`src/rtl/dm_pkg.sv`:
```
// rtl/dm_pkg.sv - shared types and constants for the system-bus access master
package dm_pkg;

  typedef enum logic [2:0] {
    SB_IDLE       = 3'd0,
    SB_READ       = 3'd1,
    SB_WRITE      = 3'd2,
    SB_WAIT_READ  = 3'd3,
    SB_WAIT_WRITE = 3'd4
  } sb_state_e;

  localparam logic [2:0] SBERR_NONE  = 3'd0;
  localparam logic [2:0] SBERR_ALIGN = 3'd3;
  localparam logic [2:0] SBERR_SIZE  = 3'd4;

  localparam logic [2:0] SBACCESS_8   = 3'd0;
  localparam logic [2:0] SBACCESS_16  = 3'd1;
  localparam logic [2:0] SBACCESS_32  = 3'd2;
  localparam logic [2:0] SBACCESS_64  = 3'd3;
  localparam logic [2:0] SBACCESS_128 = 3'd4;

  // Largest legal sbaccess code for a bus of the given width (log2 of bytes per beat).
  function automatic int max_sbaccess(input int bus_width);
    return $clog2(bus_width / 8);
  endfunction

endpackage

```
`src/rtl/dm_sb_master_if.sv`:
```
// rtl/dm_sb_master_if.sv - request/grant/response system-bus port between master and slave
interface dm_sb_master_if #(
  parameter int BusWidth = 32
);

  logic                    req;
  logic                    we;
  logic [BusWidth-1:0]     add;
  logic [BusWidth-1:0]     wdata;
  logic [BusWidth/8-1:0]   be;
  logic                    gnt;
  logic                    r_valid;
  logic [BusWidth-1:0]     r_rdata;

  modport master (
    output req, we, add, wdata, be,
    input  gnt, r_valid, r_rdata
  );

  modport slave (
    input  req, we, add, wdata, be,
    output gnt, r_valid, r_rdata
  );

endinterface

```
`src/rtl/dm_sb_lane.sv`:
```
// rtl/dm_sb_lane.sv - byte-enable generation and data lane alignment for sub-word accesses
module dm_sb_lane
  import dm_pkg::*;
#(
  parameter int BusWidth = 32
) (
  input  logic [$clog2(BusWidth/8)-1:0] offset_i,
  input  logic [2:0]                    sbaccess_i,
  input  logic [BusWidth-1:0]           wdata_i,
  input  logic [BusWidth-1:0]           rdata_i,
  output logic [BusWidth/8-1:0]         be_o,
  output logic [BusWidth-1:0]           wdata_o,
  output logic [BusWidth-1:0]           rdata_o
);

  localparam int NBytes = BusWidth / 8;

  logic [BusWidth-1:0] rshift;

  always_comb begin
    int nbytes;
    int off;
    nbytes  = 1 << int'(sbaccess_i);
    off     = int'(offset_i);
    rshift  = rdata_i >> {offset_i, 3'b000};
    wdata_o = wdata_i << {offset_i, 3'b000};
    be_o    = '0;
    rdata_o = '0;
    // Byte lanes outside the access window are masked on both directions.
    for (int i = 0; i < NBytes; i++) begin
      be_o[i] = (i >= off) && (i < off + nbytes);
      if (i < nbytes) begin
        rdata_o[8*i +: 8] = rshift[8*i +: 8];
      end
    end
  end

endmodule

```
`src/rtl/dm_sb_master.sv`:
```
// rtl/dm_sb_master.sv - debug-module system-bus master: SBCS-driven single reads/writes
module dm_sb_master
  import dm_pkg::*;
#(
  parameter int BusWidth = 32
) (
  input  logic                clk_i,
  input  logic                rst_i,
  input  logic                dmactive_i,
  input  logic [BusWidth-1:0] sbaddress_i,
  input  logic                sbaddress_write_valid_i,
  input  logic                sbreadonaddr_i,
  input  logic                sbreadondata_i,
  input  logic                sbautoincrement_i,
  input  logic [2:0]          sbaccess_i,
  input  logic [BusWidth-1:0] sbdata_i,
  input  logic                sbdata_write_valid_i,
  input  logic                sbdata_read_valid_i,
  output logic [BusWidth-1:0] sbaddress_o,
  output logic [BusWidth-1:0] sbdata_o,
  output logic                sbdata_valid_o,
  output logic                sbbusy_o,
  output logic                sberror_valid_o,
  output logic [2:0]          sberror_o,
  dm_sb_master_if.master      bus
);

  localparam int OffW      = $clog2(BusWidth / 8);
  localparam int MaxAccess = max_sbaccess(BusWidth);

  if (!(BusWidth == 32 || BusWidth == 64)) begin : g_bad_width
    $fatal(1, "dm_sb_master: BusWidth must be 32 or 64");
  end

  sb_state_e           state_q;
  logic [BusWidth-1:0] addr_q;
  logic [BusWidth-1:0] wdata_q;
  logic                req_q;
  logic                err_valid_q;
  logic [2:0]          err_q;

  logic [BusWidth-1:0]   access_bytes;
  logic                  size_err;
  logic                  align_err;
  logic [BusWidth/8-1:0] lane_be;
  logic [BusWidth-1:0]   lane_wdata;
  logic [BusWidth-1:0]   lane_rdata;

  assign access_bytes = BusWidth'(1) << sbaccess_i;
  assign size_err     = sbaccess_i > 3'(MaxAccess);
  assign align_err    = |(addr_q & (access_bytes - BusWidth'(1)));

  dm_sb_lane #(.BusWidth(BusWidth)) u_lane (
    .offset_i   (addr_q[OffW-1:0]),
    .sbaccess_i (sbaccess_i),
    .wdata_i    (wdata_q),
    .rdata_i    (bus.r_rdata),
    .be_o       (lane_be),
    .wdata_o    (lane_wdata),
    .rdata_o    (lane_rdata)
  );

  // The first cycle in READ/WRITE only runs the size/alignment checks; req rises after.
  always_ff @(posedge clk_i) begin
    if (rst_i) begin
      state_q     <= SB_IDLE;
      addr_q      <= '0;
      wdata_q     <= '0;
      req_q       <= 1'b0;
      err_valid_q <= 1'b0;
      err_q       <= SBERR_NONE;
    end else begin
      err_valid_q <= 1'b0;
      err_q       <= SBERR_NONE;
      if (!dmactive_i) begin
        state_q <= SB_IDLE;
        req_q   <= 1'b0;
      end else begin
        unique case (state_q)
          SB_IDLE: begin
            if (sbaddress_write_valid_i) begin
              addr_q <= sbaddress_i;
            end
            if (sbaddress_write_valid_i && sbreadonaddr_i) begin
              state_q <= SB_READ;
            end else if (sbdata_write_valid_i) begin
              state_q <= SB_WRITE;
              wdata_q <= sbdata_i;
            end else if (sbdata_read_valid_i && sbreadondata_i) begin
              state_q <= SB_READ;
            end
          end
          SB_READ, SB_WRITE: begin
            if (!req_q) begin
              if (size_err) begin
                err_valid_q <= 1'b1;
                err_q       <= SBERR_SIZE;
                state_q     <= SB_IDLE;
              end else if (align_err) begin
                err_valid_q <= 1'b1;
                err_q       <= SBERR_ALIGN;
                state_q     <= SB_IDLE;
              end else begin
                req_q <= 1'b1;
              end
            end else if (bus.gnt) begin
              req_q   <= 1'b0;
              state_q <= (state_q == SB_READ) ? SB_WAIT_READ : SB_WAIT_WRITE;
            end
          end
          SB_WAIT_READ, SB_WAIT_WRITE: begin
            if (bus.r_valid) begin
              state_q <= SB_IDLE;
              if (sbautoincrement_i) begin
                addr_q <= addr_q + access_bytes;
              end
            end
          end
          default: state_q <= SB_IDLE;
        endcase
      end
    end
  end

  assign bus.req     = req_q;
  assign bus.we      = req_q && (state_q == SB_WRITE);
  assign bus.add     = addr_q;
  assign bus.be      = req_q ? lane_be : '0;
  assign bus.wdata   = (req_q && (state_q == SB_WRITE)) ? lane_wdata : '0;

  assign sbaddress_o     = addr_q;
  assign sbbusy_o        = (state_q != SB_IDLE);
  assign sbdata_valid_o  = !rst_i && dmactive_i && (state_q == SB_WAIT_READ) && bus.r_valid;
  assign sbdata_o        = sbdata_valid_o ? lane_rdata : '0;
  assign sberror_valid_o = err_valid_q;
  assign sberror_o       = err_q;

endmodule

```
`src/flat_wrapper.sv`:
```
// flat-port wrapper written by rule: the top's interface ports become plain ports
module dm_sb_master_flat import dm_pkg::*;
#(
  parameter int BusWidth = 32
)
  (clk_i, rst_i, dmactive_i, sbaddress_i, sbaddress_write_valid_i, sbreadonaddr_i, sbreadondata_i, sbautoincrement_i, sbaccess_i, sbdata_i, sbdata_write_valid_i, sbdata_read_valid_i, sbaddress_o, sbdata_o, sbdata_valid_o, sbbusy_o, sberror_valid_o, sberror_o, bus_req, bus_we, bus_add, bus_wdata, bus_be, bus_gnt, bus_r_valid, bus_r_rdata);
  dm_sb_master_if #(.BusWidth(BusWidth)) bus_i ();
  input  logic clk_i;
  input  logic rst_i;
  input  logic dmactive_i;
  input  logic [BusWidth-1:0] sbaddress_i;
  input  logic sbaddress_write_valid_i;
  input  logic sbreadonaddr_i;
  input  logic sbreadondata_i;
  input  logic sbautoincrement_i;
  input  logic [2:0] sbaccess_i;
  input  logic [BusWidth-1:0] sbdata_i;
  input  logic sbdata_write_valid_i;
  input  logic sbdata_read_valid_i;
  output logic [BusWidth-1:0] sbaddress_o;
  output logic [BusWidth-1:0] sbdata_o;
  output logic sbdata_valid_o;
  output logic sbbusy_o;
  output logic sberror_valid_o;
  output logic [2:0] sberror_o;
  output wire logic [$bits(bus_i.req)-1:0] bus_req;
  output wire logic [$bits(bus_i.we)-1:0] bus_we;
  output wire logic [$bits(bus_i.add)-1:0] bus_add;
  output wire logic [$bits(bus_i.wdata)-1:0] bus_wdata;
  output wire logic [$bits(bus_i.be)-1:0] bus_be;
  input wire logic [$bits(bus_i.gnt)-1:0] bus_gnt;
  input wire logic [$bits(bus_i.r_valid)-1:0] bus_r_valid;
  input wire logic [$bits(bus_i.r_rdata)-1:0] bus_r_rdata;
  assign bus_req = bus_i.req;
  assign bus_we = bus_i.we;
  assign bus_add = bus_i.add;
  assign bus_wdata = bus_i.wdata;
  assign bus_be = bus_i.be;
  assign bus_i.gnt = bus_gnt;
  assign bus_i.r_valid = bus_r_valid;
  assign bus_i.r_rdata = bus_r_rdata;
  dm_sb_master #(.BusWidth(BusWidth)) u_core (.clk_i(clk_i), .rst_i(rst_i), .dmactive_i(dmactive_i), .sbaddress_i(sbaddress_i), .sbaddress_write_valid_i(sbaddress_write_valid_i), .sbreadonaddr_i(sbreadonaddr_i), .sbreadondata_i(sbreadondata_i), .sbautoincrement_i(sbautoincrement_i), .sbaccess_i(sbaccess_i), .sbdata_i(sbdata_i), .sbdata_write_valid_i(sbdata_write_valid_i), .sbdata_read_valid_i(sbdata_read_valid_i), .sbaddress_o(sbaddress_o), .sbdata_o(sbdata_o), .sbdata_valid_o(sbdata_valid_o), .sbbusy_o(sbbusy_o), .sberror_valid_o(sberror_valid_o), .sberror_o(sberror_o), .bus(bus_i));
endmodule
```
`config.mk`:
```
export PLATFORM = sky130hd
export DESIGN_NAME = dm_sb_master_flat
export DESIGN_NICKNAME = d
export VERILOG_FILES = /design/src/rtl/dm_pkg.sv /design/src/rtl/dm_sb_master_if.sv /design/src/rtl/dm_sb_lane.sv /design/src/rtl/dm_sb_master.sv /design/src/flat_wrapper.sv
export SDC_FILE = /design/constraint.sdc
export NUM_CORES = 1
export LEC_CHECK = 0
export BUFFER_PORTS_ARGS = -buffer_cell sky130_fd_sc_hd__buf_2
export CORE_MARGIN = 1.5
export CORE_UTILIZATION = 48
export DETAILED_ROUTE_END_ITERATION = 8
export GPL_TIMING_DRIVEN = 0
export PLACE_DENSITY = 0.82
export SLEW_MARGIN = 30
export SYNTH_ARGS = -nofsm -noshare
export SYNTH_HDL_FRONTEND = slang
export SYNTH_SLANG_ARGS = --single-unit
```
`constraint.sdc`:
```
create_clock -name clk_i -period 3.6 [get_ports clk_i]
set_input_delay 0.54 -clock clk_i [delete_from_list [all_inputs] [get_ports clk_i]]
set_output_delay 0.54 -clock clk_i [all_outputs]
set_load 0.05 [all_outputs]
```
==> results.cfg <==
[global_route]
antenna_found_initial = 2
overflow = 0
grtUsageTotal_pct = 32.3
grt_pass1_wl_um = 30000
grt_pass1_vias = 6009
grt_max_degree = 14

[route]
drc = 0
via_count = 6663
vias_per_cell = 5.71
ant_nets = 0
drt-initial-drc-count = 508
first_pass_iters = 5
wl_per_cell_um = 17.4
wirelength_um = 20300

[min_path]
worstHoldPathType = input port to flop

[logic_synthesis]
ys_async_sr_fraction_pct = 0
syn_nets = 882
yosysWarnings = 0
syn_inst = 763
synthFlopType = dfxtp_1
ys_ff_latch = 71
yosys.area.top_type = dfxtp_1
synthTopCellsByCount = nand2_1, nor2_1, a21oi_1, dfxtp_1, clkbuf_1
yosys-top-cells-area = dfxtp_1, nand2_1, mux2i_1
synth.distinct_cells = 69
synth_edf_count = 0
yosysMostFrequentCell = nand2_1
synth-seq-area-share_pct = 25.9
syn_avg_cell_area_um2 = 7.20
netlist.area_leader.share_pct = 25.9
netlist_area_um2 = 5490

[clock_tree]
cts_buffer_depth = 2
cts_root_buf = clkbuf_16
cts_tree = yes
cts_buffers = 9
clock_latency_ps = 330
cts_sinks = 71
h-tree-depth = 3
clkTransAtPathRegs_ps = 60

[worst_setup_path]
slowest_stage = or3_1
crit_required_ps = 3060
critPathMaxFanout = 10
crit_arrival_ps = 2870
cpMostUsedCell = buf_2
worst_setup_path_start_kind = flop
cpPeakStageDelay_ps = 380
worstSetupPathType = flop to output pin
path_cells = buf_2 -> and3b_1 -> clkbuf_1 -> nand3_2 -> or3_1 -> buf_2 -> nor2_2 -> and2_1 -> buf_2
cp-end-kind = output pin

[power_and_ir_drop]
swShare_pct = 34.1
p_int_mw = 1.57
power.density_nw_per_um2 = 331
p_seq_share_pct = 36.5
p_sw_uw = 814
combPwrFrac_pct = 26.0
peakVddDrop_mv = 0.251
clockPowerShare_pct = 37.5
leakagePower_nw = 3.41

[place]
dpl_cell_area_um2 = 6910
dpl.hpwl_um = 15200
gp_congestion = 0.984
io_buffers = 247
placed_cells = 1150

[floorplanning]
dieHeight_um = 110
start_util_pct = 50.0
ioPinCount = 250
num_rows = 38
coreArea_um2 = 11000
fp.dieW_um = 110
dieArea_um2 = 12100

[status]
status = finished, final reports clean

[timing]
whs_ps = 440
fin_crit_ps = 3410
grt_setup_unrepaired = false
slew_violations = 0
setup_viol = 0
max_freq_ghz = 0.294
relSlewSlack_pct = 44.9
worstMarginPinSlew_ps = 827
fin_worst_skew_ps = 5.38
finalCritPeriodShare_pct = 94.6
hold_viol = 0

[final_layout]
synthToLayoutAreaGrowth_pct = 31.4
drive_above_1_share_pct = 31.9
final_area_um2 = 7220
stdcell_count = 1167
fin_nets = 1140

[job]
cap_violations = 0
logic make-up after synthesis:
| group | count (synthesis) | synth area share (%) |
|---|---|---|
| multiplexers | 40 | 7.34 |
| adder cells (fa/ha/maj) | 14 | 3.12 |
| AND/OR/NAND/NOR | 343 | 30.4 |
| buffers and inverters | 101 | 9.57 |
| AO/OA/AOI/OAI | 187 | 22.6 |
| flip-flops | 71 | 25.9 |
| XOR/XNOR | 7 | 1.12 |
power groups by stage:
stage	sequential, mW	clock (mW)	combinational, mW
after detailed placement	0.887	0	0.608
after global routing	0.877	0.925	0.663
final	0.872	0.895	0.619
after CTS	0.870	0.891	0.612
after floorplan	0.943	0	0.359
after global placement	0.886	0	0.604
cell type report:
| type | instances | area [um^2] |
|---|---|---|
| fillers | 1022 | 3760 |
| flip-flops and latches | 71 | 1420 |
| inverters | 11 | 41.3 |
| clock buffers | 9 | 225 |
| clock inverters | 7 | 73.8 |
| repair buffers | 247 | 1240 |
| diodes | 1 | 2.50 |
| plain buffers | 90 | 485 |
| well taps | 140 | 175 |
| multi-input cells | 591 | 3560 |
per-stage QoR:
step / utilization [%] / TNS [ps] / setup WS (ps) / total power [mW]
global placement: 62.9 / 0 / 16.4 / 1.49
global route: 65.7 / 0 / 58.2 / 2.46
floorplan: - / 0 / 97.3 / 1.30
detailed placement: 62.9 / -18.0 / -12.4 / 1.49
CTS: 65.6 / 0 / 90.2 / 2.37
finish: 65.7 / 0 / 193 / 2.39
worst max-delay path: cells and delay by family, from the launching register on:
| kind | cells | cell delay [ps] |
|---|---|---|
| simple gates | 5 | 1360 |
| buf+inv | 4 | 880 |
| flops | 1 | 300 |
cells in the final DEF, fill, tap and decap left out, types with 17 or more instances in the layout:
master    synthesis  routed
a211oi_1         39      38
a21oi_1          72      72
and2_1           20      20
and3_1           17      17
buf_2             6     253
buf_4            35      35
clkbuf_1         46      46
dfxtp_1          71      71
mux2i_1          38      38
nand2_1         108     108
nand3_1          19      18
nor2_1           91      90
nor2b_1          21      21
timing repair:
item / 4_1_cts / 5_1_grt
hold buffers: 0 / 0
resized for setup: 1 / 2
endpoints found under the setup margin: 2 / 16
buffers inserted: 0 / 0
sequential cells by signal, indices dropped and copies added, names as in the netlist:
signal / count
u_core.bus.add: 32
u_core.state_q: 3
u_core.sberror_valid_o: 1
u_core.wdata_q: 32
u_core.bus.req: 1
u_core.sberror_o: 2
routing by layer:
layer	global-route usage [%]	vias up	wire [um]
met4	15.1	2	555
met2	52.8	354	9560
met5	0	-	10
met1	40.2	3049	8330
li1	-	3210	-
met3	7.41	48	1890
final timing paths:
kind | startpoint | end | slack [ps] | cells past startpoint
worst min register to register | u_core.wdata_q[24] | u_core.wdata_q[24] | 450 | 2
worst max-delay path | u_core.state_q[1] | sbdata_o[25] | 190 | 9
worst max register to register | u_core.bus.add[0] | u_core.bus.add[28] | 960 | 8
worst min-delay path | sbdata_i[30] | u_core.wdata_q[30] | 440 | 3
Note: power is estimated with default switching activity, not from simulation.
